File: src/rtl/atomic_unit.sv
// rtl/atomic_unit.sv - RV32A LR/SC/AMO sequencer for the MEM stage (AMO ops enabled by ATOMIC_AMO_EN)
module atomic_unit (
    input  logic        clk,
    input  logic        reset_n,
    input  logic        is_atomic_mem,
    input  logic [4:0]  fun5_mem,
    input  logic [31:0] addr_mem,
    input  logic [31:0] rs2_data_mem,
    input  logic        reservation_clr,
    output logic        mem_req,
    output logic        mem_we,
    output logic [31:0] mem_addr,
    output logic [31:0] mem_wdata,
    input  logic [31:0] mem_rdata,
    input  logic        mem_ack,
    output logic        atomic_unit_stall,
    output logic        atomic_done,
    output logic [31:0] atomic_result,
    output logic        atomic_fault
);

    localparam logic [4:0] OP_LR   = 5'b00010;
    localparam logic [4:0] OP_SC   = 5'b00011;
    localparam logic [4:0] OP_SWAP = 5'b00001;
    localparam logic [4:0] OP_ADD  = 5'b00000;
    localparam logic [4:0] OP_XOR  = 5'b00100;
    localparam logic [4:0] OP_AND  = 5'b01100;
    localparam logic [4:0] OP_OR   = 5'b01000;
    localparam logic [4:0] OP_MIN  = 5'b10000;
    localparam logic [4:0] OP_MAX  = 5'b10100;
    localparam logic [4:0] OP_MINU = 5'b11000;
    localparam logic [4:0] OP_MAXU = 5'b11100;

    typedef enum logic [1:0] {IDLE, READ, WRITE, DONE} state_t;

    state_t      state, state_next;
    logic [4:0]  op_q;
    logic [31:0] addr_q;
    logic [31:0] wdata_q;
    logic [31:0] result_q;
    logic        fault_q;
    logic        resv_valid;
    logic [29:0] resv_addr;
    logic        idle_fault;
    logic        sc_hit;

    function automatic logic op_supported(input logic [4:0] op);
        case (op)
            OP_LR, OP_SC: op_supported = 1'b1;
`ifdef ATOMIC_AMO_EN
            OP_SWAP, OP_ADD, OP_XOR, OP_AND, OP_OR,
            OP_MIN, OP_MAX, OP_MINU, OP_MAXU: op_supported = 1'b1;
`endif
            default: op_supported = 1'b0;
        endcase
    endfunction

`ifdef ATOMIC_AMO_EN
    function automatic logic [31:0] amo_calc(input logic [4:0] op, input logic [31:0] old,
                                             input logic [31:0] rs2);
        case (op)
            OP_SWAP: amo_calc = rs2;
            OP_ADD:  amo_calc = old + rs2;
            OP_XOR:  amo_calc = old ^ rs2;
            OP_AND:  amo_calc = old & rs2;
            OP_OR:   amo_calc = old | rs2;
            OP_MIN:  amo_calc = ($signed(old) < $signed(rs2)) ? old : rs2;
            OP_MAX:  amo_calc = ($signed(old) > $signed(rs2)) ? old : rs2;
            OP_MINU: amo_calc = (old < rs2) ? old : rs2;
            OP_MAXU: amo_calc = (old > rs2) ? old : rs2;
            default: amo_calc = old;
        endcase
    endfunction
`endif

    always_comb begin
        state_next = state;
        idle_fault = (addr_mem[1:0] != 2'b00) || !op_supported(fun5_mem);
        sc_hit     = resv_valid && (resv_addr == addr_mem[31:2]);
        case (state)
            IDLE: begin
                if (is_atomic_mem) begin
                    if (idle_fault)
                        state_next = DONE;
                    else if (fun5_mem != OP_SC)
                        state_next = READ;
                    else if (sc_hit)
                        state_next = WRITE;
                    else
                        state_next = DONE;
                end
            end
            READ:    if (mem_ack) state_next = (op_q == OP_LR) ? DONE : WRITE;
            WRITE:   if (mem_ack) state_next = DONE;
            DONE:    state_next = IDLE;
            default: state_next = IDLE;
        endcase
    end

    always_ff @(posedge clk) begin
        if (!reset_n) begin
            state      <= IDLE;
            op_q       <= 5'd0;
            addr_q     <= 32'd0;
            wdata_q    <= 32'd0;
            result_q   <= 32'd0;
            fault_q    <= 1'b0;
            resv_valid <= 1'b0;
            resv_addr  <= 30'd0;
        end else begin
            state <= state_next;
            case (state)
                IDLE: begin
                    if (is_atomic_mem) begin
                        op_q     <= fun5_mem;
                        addr_q   <= addr_mem;
                        wdata_q  <= rs2_data_mem;
                        fault_q  <= idle_fault;
                        // Only a failed SC goes straight to DONE with a non-zero result
                        result_q <= (state_next == DONE && !idle_fault) ? 32'd1 : 32'd0;
                    end
                end
                READ: begin
                    if (mem_ack) begin
                        result_q <= mem_rdata;
`ifdef ATOMIC_AMO_EN
                        wdata_q  <= amo_calc(op_q, mem_rdata, wdata_q);
`endif
                    end
                end
                default: ;
            endcase

            // A clear request always beats a concurrent LR setting the reservation
            if (reservation_clr) begin
                resv_valid <= 1'b0;
            end else if (state == DONE && op_q == OP_SC) begin
                resv_valid <= 1'b0;
            end else if (state == DONE && op_q == OP_LR && !fault_q) begin
                resv_valid <= 1'b1;
                resv_addr  <= addr_q[31:2];
            end
        end
    end

    assign mem_req       = (state == READ) || (state == WRITE);
    assign mem_we        = (state == WRITE);
    assign mem_addr      = addr_q;
    assign mem_wdata     = wdata_q;
    assign atomic_result = result_q;
    assign atomic_done   = (state == DONE);
    assign atomic_fault  = (state == DONE) && fault_q;

    always_comb begin
        case (state)
            IDLE:        atomic_unit_stall = is_atomic_mem;
            READ, WRITE: atomic_unit_stall = 1'b1;
            default:     atomic_unit_stall = 1'b0;
        endcase
    end

endmodule

File: config.mk
export PLATFORM = sky130hd
export DESIGN_NAME = atomic_unit
export DESIGN_NICKNAME = d
export VERILOG_FILES = /design/src/rtl/atomic_unit.sv
export SDC_FILE = /design/constraint.sdc
export NUM_CORES = 1
export LEC_CHECK = 0
export ABC_AREA = 1
export ABC_CLOCK_PERIOD_IN_PS = 5100
export CAP_MARGIN = 10
export CORE_ASPECT_RATIO = 0.6
export CORE_MARGIN = 2
export CORE_UTILIZATION = 47
export CTS_CLUSTER_SIZE = 8
export DETAILED_ROUTE_END_ITERATION = 12
export GPL_ROUTABILITY_DRIVEN = 0
export GPL_TIMING_DRIVEN = 0
export HOLD_SLACK_MARGIN = 0.05
export PLACE_DENSITY = 0.87
export SLEW_MARGIN = 20
export SYNTH_ARGS = -nofsm -noshare
export SYNTH_HDL_FRONTEND = slang
export SYNTH_SLANG_ARGS = --single-unit
export TNS_END_PERCENT = 50
File: constraint.sdc
create_clock -name clk -period 5.1 [get_ports clk]
set_clock_uncertainty 0.2 [all_clocks]
set_input_delay 0.51 -clock clk [delete_from_list [all_inputs] [get_ports clk]]
set_output_delay 0.51 -clock clk [all_outputs]
set_load 0.02 [all_outputs]
## Yosys cells after proc, flatten, opt, wreduce, memory -nomap -nowiden

Index checks and enable logic that the tools add are counted.

- Register bits: 135
- Input port bits: 106
- Output and inout port bits: 101
- Logic and storage cells: 57

- Equal/unequal tests: 12
- Mux-type cells: 14
- Bitwise gates (word level): 3
- Reductions and logical operators: 20

Operators with widths:

| kind | number |
|---|---|
| 32-bit two-way mux | 2 |
| 32-bit one-hot mux with 2 select lines | 1 |
| 30-bit equality test | 1 |
| 5-bit by 2-bit equality test with 1-bit output (second input constant) | 4 |
| 2-bit two-way mux | 5 |
| 2-bit one-hot mux with 4 select lines | 1 |
| 2-bit equality test (second input constant) | 3 |
| 1-bit logical AND | 6 |
| 3-bit AND reduction | 2 |
| 5-bit by 2-bit != test with 1-bit output (second input constant) | 1 |
| 1-bit two-way mux | 4 |
| 2-bit != test (second input constant) | 2 |
| 2-bit nonzero test | 2 |
| 2-bit OR reduction | 2 |
| 1-bit logical NOT | 3 |
| 1-bit inverter | 3 |
| 3-bit OR reduction | 1 |
| 2-bit by 1-bit equality test with 1-bit output (second input constant) | 1 |
| 2-bit logical NOT | 1 |
| 1-bit logical OR | 2 |
| 1-bit one-hot mux with 2 select lines | 1 |
| 2-bit AND reduction | 1 |

## Longest topological paths before layout

- Depth after elaboration: 13
- Mapped depth: 13
- Gate-level depth less buffers: 13

## Worst setup path after synthesis

Ideal clock, no wire load.

- Path kind: reg2out
- From: register state[0]
- To: output port atomic_unit_stall
- Data arrival time: 1.461 ns
- Data required time: 4.390 ns
- Path slack: 2.929 ns
- Stages on the path, launching flop included: 8
- Buffers on the path: 1
- Path through: dfxtp_1 > inv_1 > ha_1 > nand2_2 > inv_2 > clkbuf_1 > nor2_1 > nor2_1

- Longest elaborated chain between the ends: 3
- Elaborated cells on any way between the ends: 5
- Those cells by class: eq/ne (2); mux (1); reduce/logical (2)

Ends and longest elaborated chain:

| item | line | RTL |
|---|---|---|
| from (decl) | 36 | `state_t state, state_next;` |
| from (signal assigned) | 111 | `state <= state_next;` |
| 2-bit equality test or 2-bit by 1-bit equality test with 1-bit output (tied branches) | 155 | `case (state)` |
| 2-bit OR reduction | 155 |  |
| 1-bit one-hot mux with 2 select lines * | 155 |  |
| to (decl) | 16 | `output logic atomic_unit_stall,` |

Every way passes the cells marked *; elsewhere a longest branch is shown, timed or not.

## Worst setup path in the final report

Ends and elaborated chain as after synthesis.

==> flow_metrics.env <==
export IMPL_yosys_area_top_type="dfxtp_1"
export IMPL_synth_area_leaders="dfxtp_1, nor2_1, o21ai_0"
export IMPL_finalSetupViolations=0
export IMPL_postCtsHoldBufs=0
export IMPL_p_switching_uw=964.4
export IMPL_cp_required_ps=4390
export IMPL_routed_via_density=5.165
export IMPL_avgSynthCellArea_sq_um=7.511
export IMPL_slowest_delay_ps=650
export IMPL_ys_ff_latch=135
export IMPL_status="finished, final reports clean"
export IMPL_p_comb_share_pct=22.6
export IMPL_instances_no_fill=1095
export IMPL_period_minus_slack_ps=3628
export IMPL_grt_max_degree=17
export IMPL_cp_data_arrival_time_ps=2920
export IMPL_ios=207
export IMPL_yosysTopAreaCellShare_pct=50.47
export IMPL_initial_core_util_pct=47.87
export IMPL_yosysSeqAreaShare_pct=50.47
export IMPL_ys_warn_count=0
export IMPL_syn_nets=823
export IMPL_nets=1048
export IMPL_routed_wl_um=17510
export IMPL_grt_pass1_vias=5268
export IMPL_hp_class="flop to flop"
export IMPL_p_seq_share_pct=38.2
export IMPL_syn_to_final_growth_pct=53.01
export IMPL_syn_instance_count=713
export IMPL_die_area_sq_um=12290
export IMPL_end_kind="primary output"
export IMPL_path_cells="inv_1 > ha_1 > nand2_2 > inv_2 > clkbuf_1 > nor2_1 > nor2_1 > clkdlybuf4s50_1"
export IMPL_clkSinkCount=135
export IMPL_drive_above_1_share_pct=5.678
export IMPL_htreeDepth=4
export IMPL_wire_per_inst_um=15.99
export IMPL_grt_pass1_wl_um=27300
export IMPL_cp_start_kind="flop"
export IMPL_rows=30
export IMPL_pre_cts_slack_ps=1545
export IMPL_port_buffers=206
export IMPL_internal_power_mw=2.194
export IMPL_cts_setup_buffers=0
export IMPL_syn_area_sq_um=5355
export IMPL_cts_tree="built"
export IMPL_maxClockFrequency_mhz=275.6
export IMPL_dr_pass1_iters=6
export IMPL_finalWorstSetupSlack_ps=1472
export IMPL_finalCritPeriodShare_pct=71.14
export IMPL_clockBufferDepth=2
export IMPL_rsz0062_at_grt="false"
export IMPL_die_h_um=86.68
export IMPL_critPathKind="flop to primary output"
export IMPL_track_usage_pct=28.61
export IMPL_drv_slew=0
export IMPL_cp_slowest_cell="clkdlybuf4s50_1"
export IMPL_ir_drop_uv=280.8
export IMPL_worst_pin_slew_ps=602.1
export IMPL_n_antenna_cell=0
export IMPL_cp_max_fo=10
export IMPL_first_iter_violations=354
export IMPL_ant_nets=0
export IMPL_post_dp_hpwl_um=12510
export IMPL_synth_edf_count=0
export IMPL_insertion_delay_ps=410
export IMPL_setup_tns_ps=0
export IMPL_switching_share_pct=30.54
export IMPL_placed_cell_area_sq_um=7597
export IMPL_design_area_sq_um=8194
export IMPL_path_common_cell="nor2_1"
export IMPL_pwr_share_clk_pct=39.1
export IMPL_final_hold_violation_count=0
export IMPL_antenna_found_initial=0
export IMPL_drcViolationCount=0
export IMPL_fp_dieW_um=141.8
export IMPL_clkTransAtPathRegs_ps=60
export IMPL_leakage_nw=3.145
export IMPL_cts_buffers=17
export IMPL_power_density_nw_per_um2=385.4
export IMPL_vias=5656
export IMPL_yosys_cell_types_count=27
export IMPL_cts_resized=0
export IMPL_dp_cells=1063
export IMPL_ys_flop_type="dfxtp_1"
export IMPL_max_cap_violations=0
export IMPL_clock_root_buffer="clkbuf_16"
export IMPL_slew_headroom_pct=59.86
export IMPL_grt_overflow=0
export IMPL_ys_async_sr_fraction_pct=0
export IMPL_coreArea_sq_um=11190
-- layer usage --
layer / up-vias / wire, um / global-route usage (%) / share of wire [%]
met5: - / 0 / 0 / 0
met4: 0 / 351 / 9.727 / 2.0
met3: 34 / 1532 / 9.834 / 8.7
met2: 222 / 7812 / 44.84 / 45
met1: 2638 / 7818 / 37.27 / 45
li1: 2762 / - / - / -
-- cell type report --
class,instances,area [sq um]
multi-input cells,485,2245
well taps,144,180.2
clock buffers,17,425.4
inverters,49,183.9
clock inverters,15,171.4
plain buffers,44,224.0
flip-flops and latches,135,2703
repair buffers,206,2062
fillers,864,2992
-- cells in the final DEF (no fill, tap or decap), drive strengths merged --
master,count
nor3,1
xnor2,11
dfxtp,135
clkdlybuf4s50,206
nor3b,1
buf,17
ha,4
o2111a,1
nand3,35
a21oi,71
clkbuf,44
nor2,152
o22ai,1
bufinv,2
xor2,1
o21a,1
inv,53
o211ai,2
o21ai,104
nand4,6
clkinv,5
nand2,94
clkinvlp,4
-- cell families after synthesis --
kind of cell | count (synthesis) | share of synthesized area (%)
buf+inv | 93 | 7.617
compound gates | 180 | 17.24
xor+xnor | 12 | 1.963
flops | 135 | 50.47
fa+ha+maj | 4 | 0.9346
simple gates | 289 | 21.78
-- power by group through the flow --
stage | sequential, mW | combinational [mW] | clock [mW]
floorplan | 1.32 | 0.261 | 0
global placement | 1.22 | 0.692 | 0
detailed placement | 1.23 | 0.704 | 0
CTS | 1.21 | 0.714 | 1.24
global route | 1.22 | 0.773 | 1.29
finish | 1.21 | 0.715 | 1.24
-- Yosys cell counts, types with 2 or more instances --
library cell  count
nand2_1          93
a21oi_1          71
inv_2             2
o211ai_1          2
clkbuf_1         27
buf_2             5
o21ai_2           2
buf_6             5
nor2_1          152
o21ai_1          23
xnor2_1          11
ha_1              4
nand3_1          34
o21ai_0          79
buf_4             4
inv_1            47
buf_1             3
dfxtp_1         135
nand4_1           6
-- worst paths after layout --
check	to	from	slack, ps	cells past startpoint
worst max-delay path	atomic_unit_stall	state[0]	1470	8
worst min-delay path	atomic_result[11]	atomic_result[11]	270	2
worst max register to register	mem_addr[30]	state[0]	2800	7
worst min register to register	atomic_result[11]	atomic_result[11]	270	2
-- critical path: cells and delay by family (launching register included) --
| kind | cells | cell delay (ps) |
|---|---|---|
| flip-flops | 1 | 360 |
| AND/OR/NAND/NOR | 3 | 420 |
| buffers and inverters | 4 | 1460 |
| adder cells (fa/ha/maj) | 1 | 280 |
-- flip-flops by register name (all words and copies together) (netlist names) --
signal,flops
atomic_result,32
fault_q,1
mem_addr,32
mem_wdata,32
op_q,5
resv_addr,30
resv_valid,1
state,2
-- metrics by stage --
stage / hold slack [ps] / power [mW] / util (%)
5_1_grt: 275.6 / 3.282 / 73.26
4_1_cts: 264.3 / 3.164 / 73.26
3_3_place_gp: 251.9 / 1.916 / 67.92
3_5_place_dp: 254.7 / 1.931 / 67.92
6_report: 265.0 / 3.158 / 73.26
2_1_floorplan: 242.3 / 1.579 / -
Power figures use the tool's default switching activity.
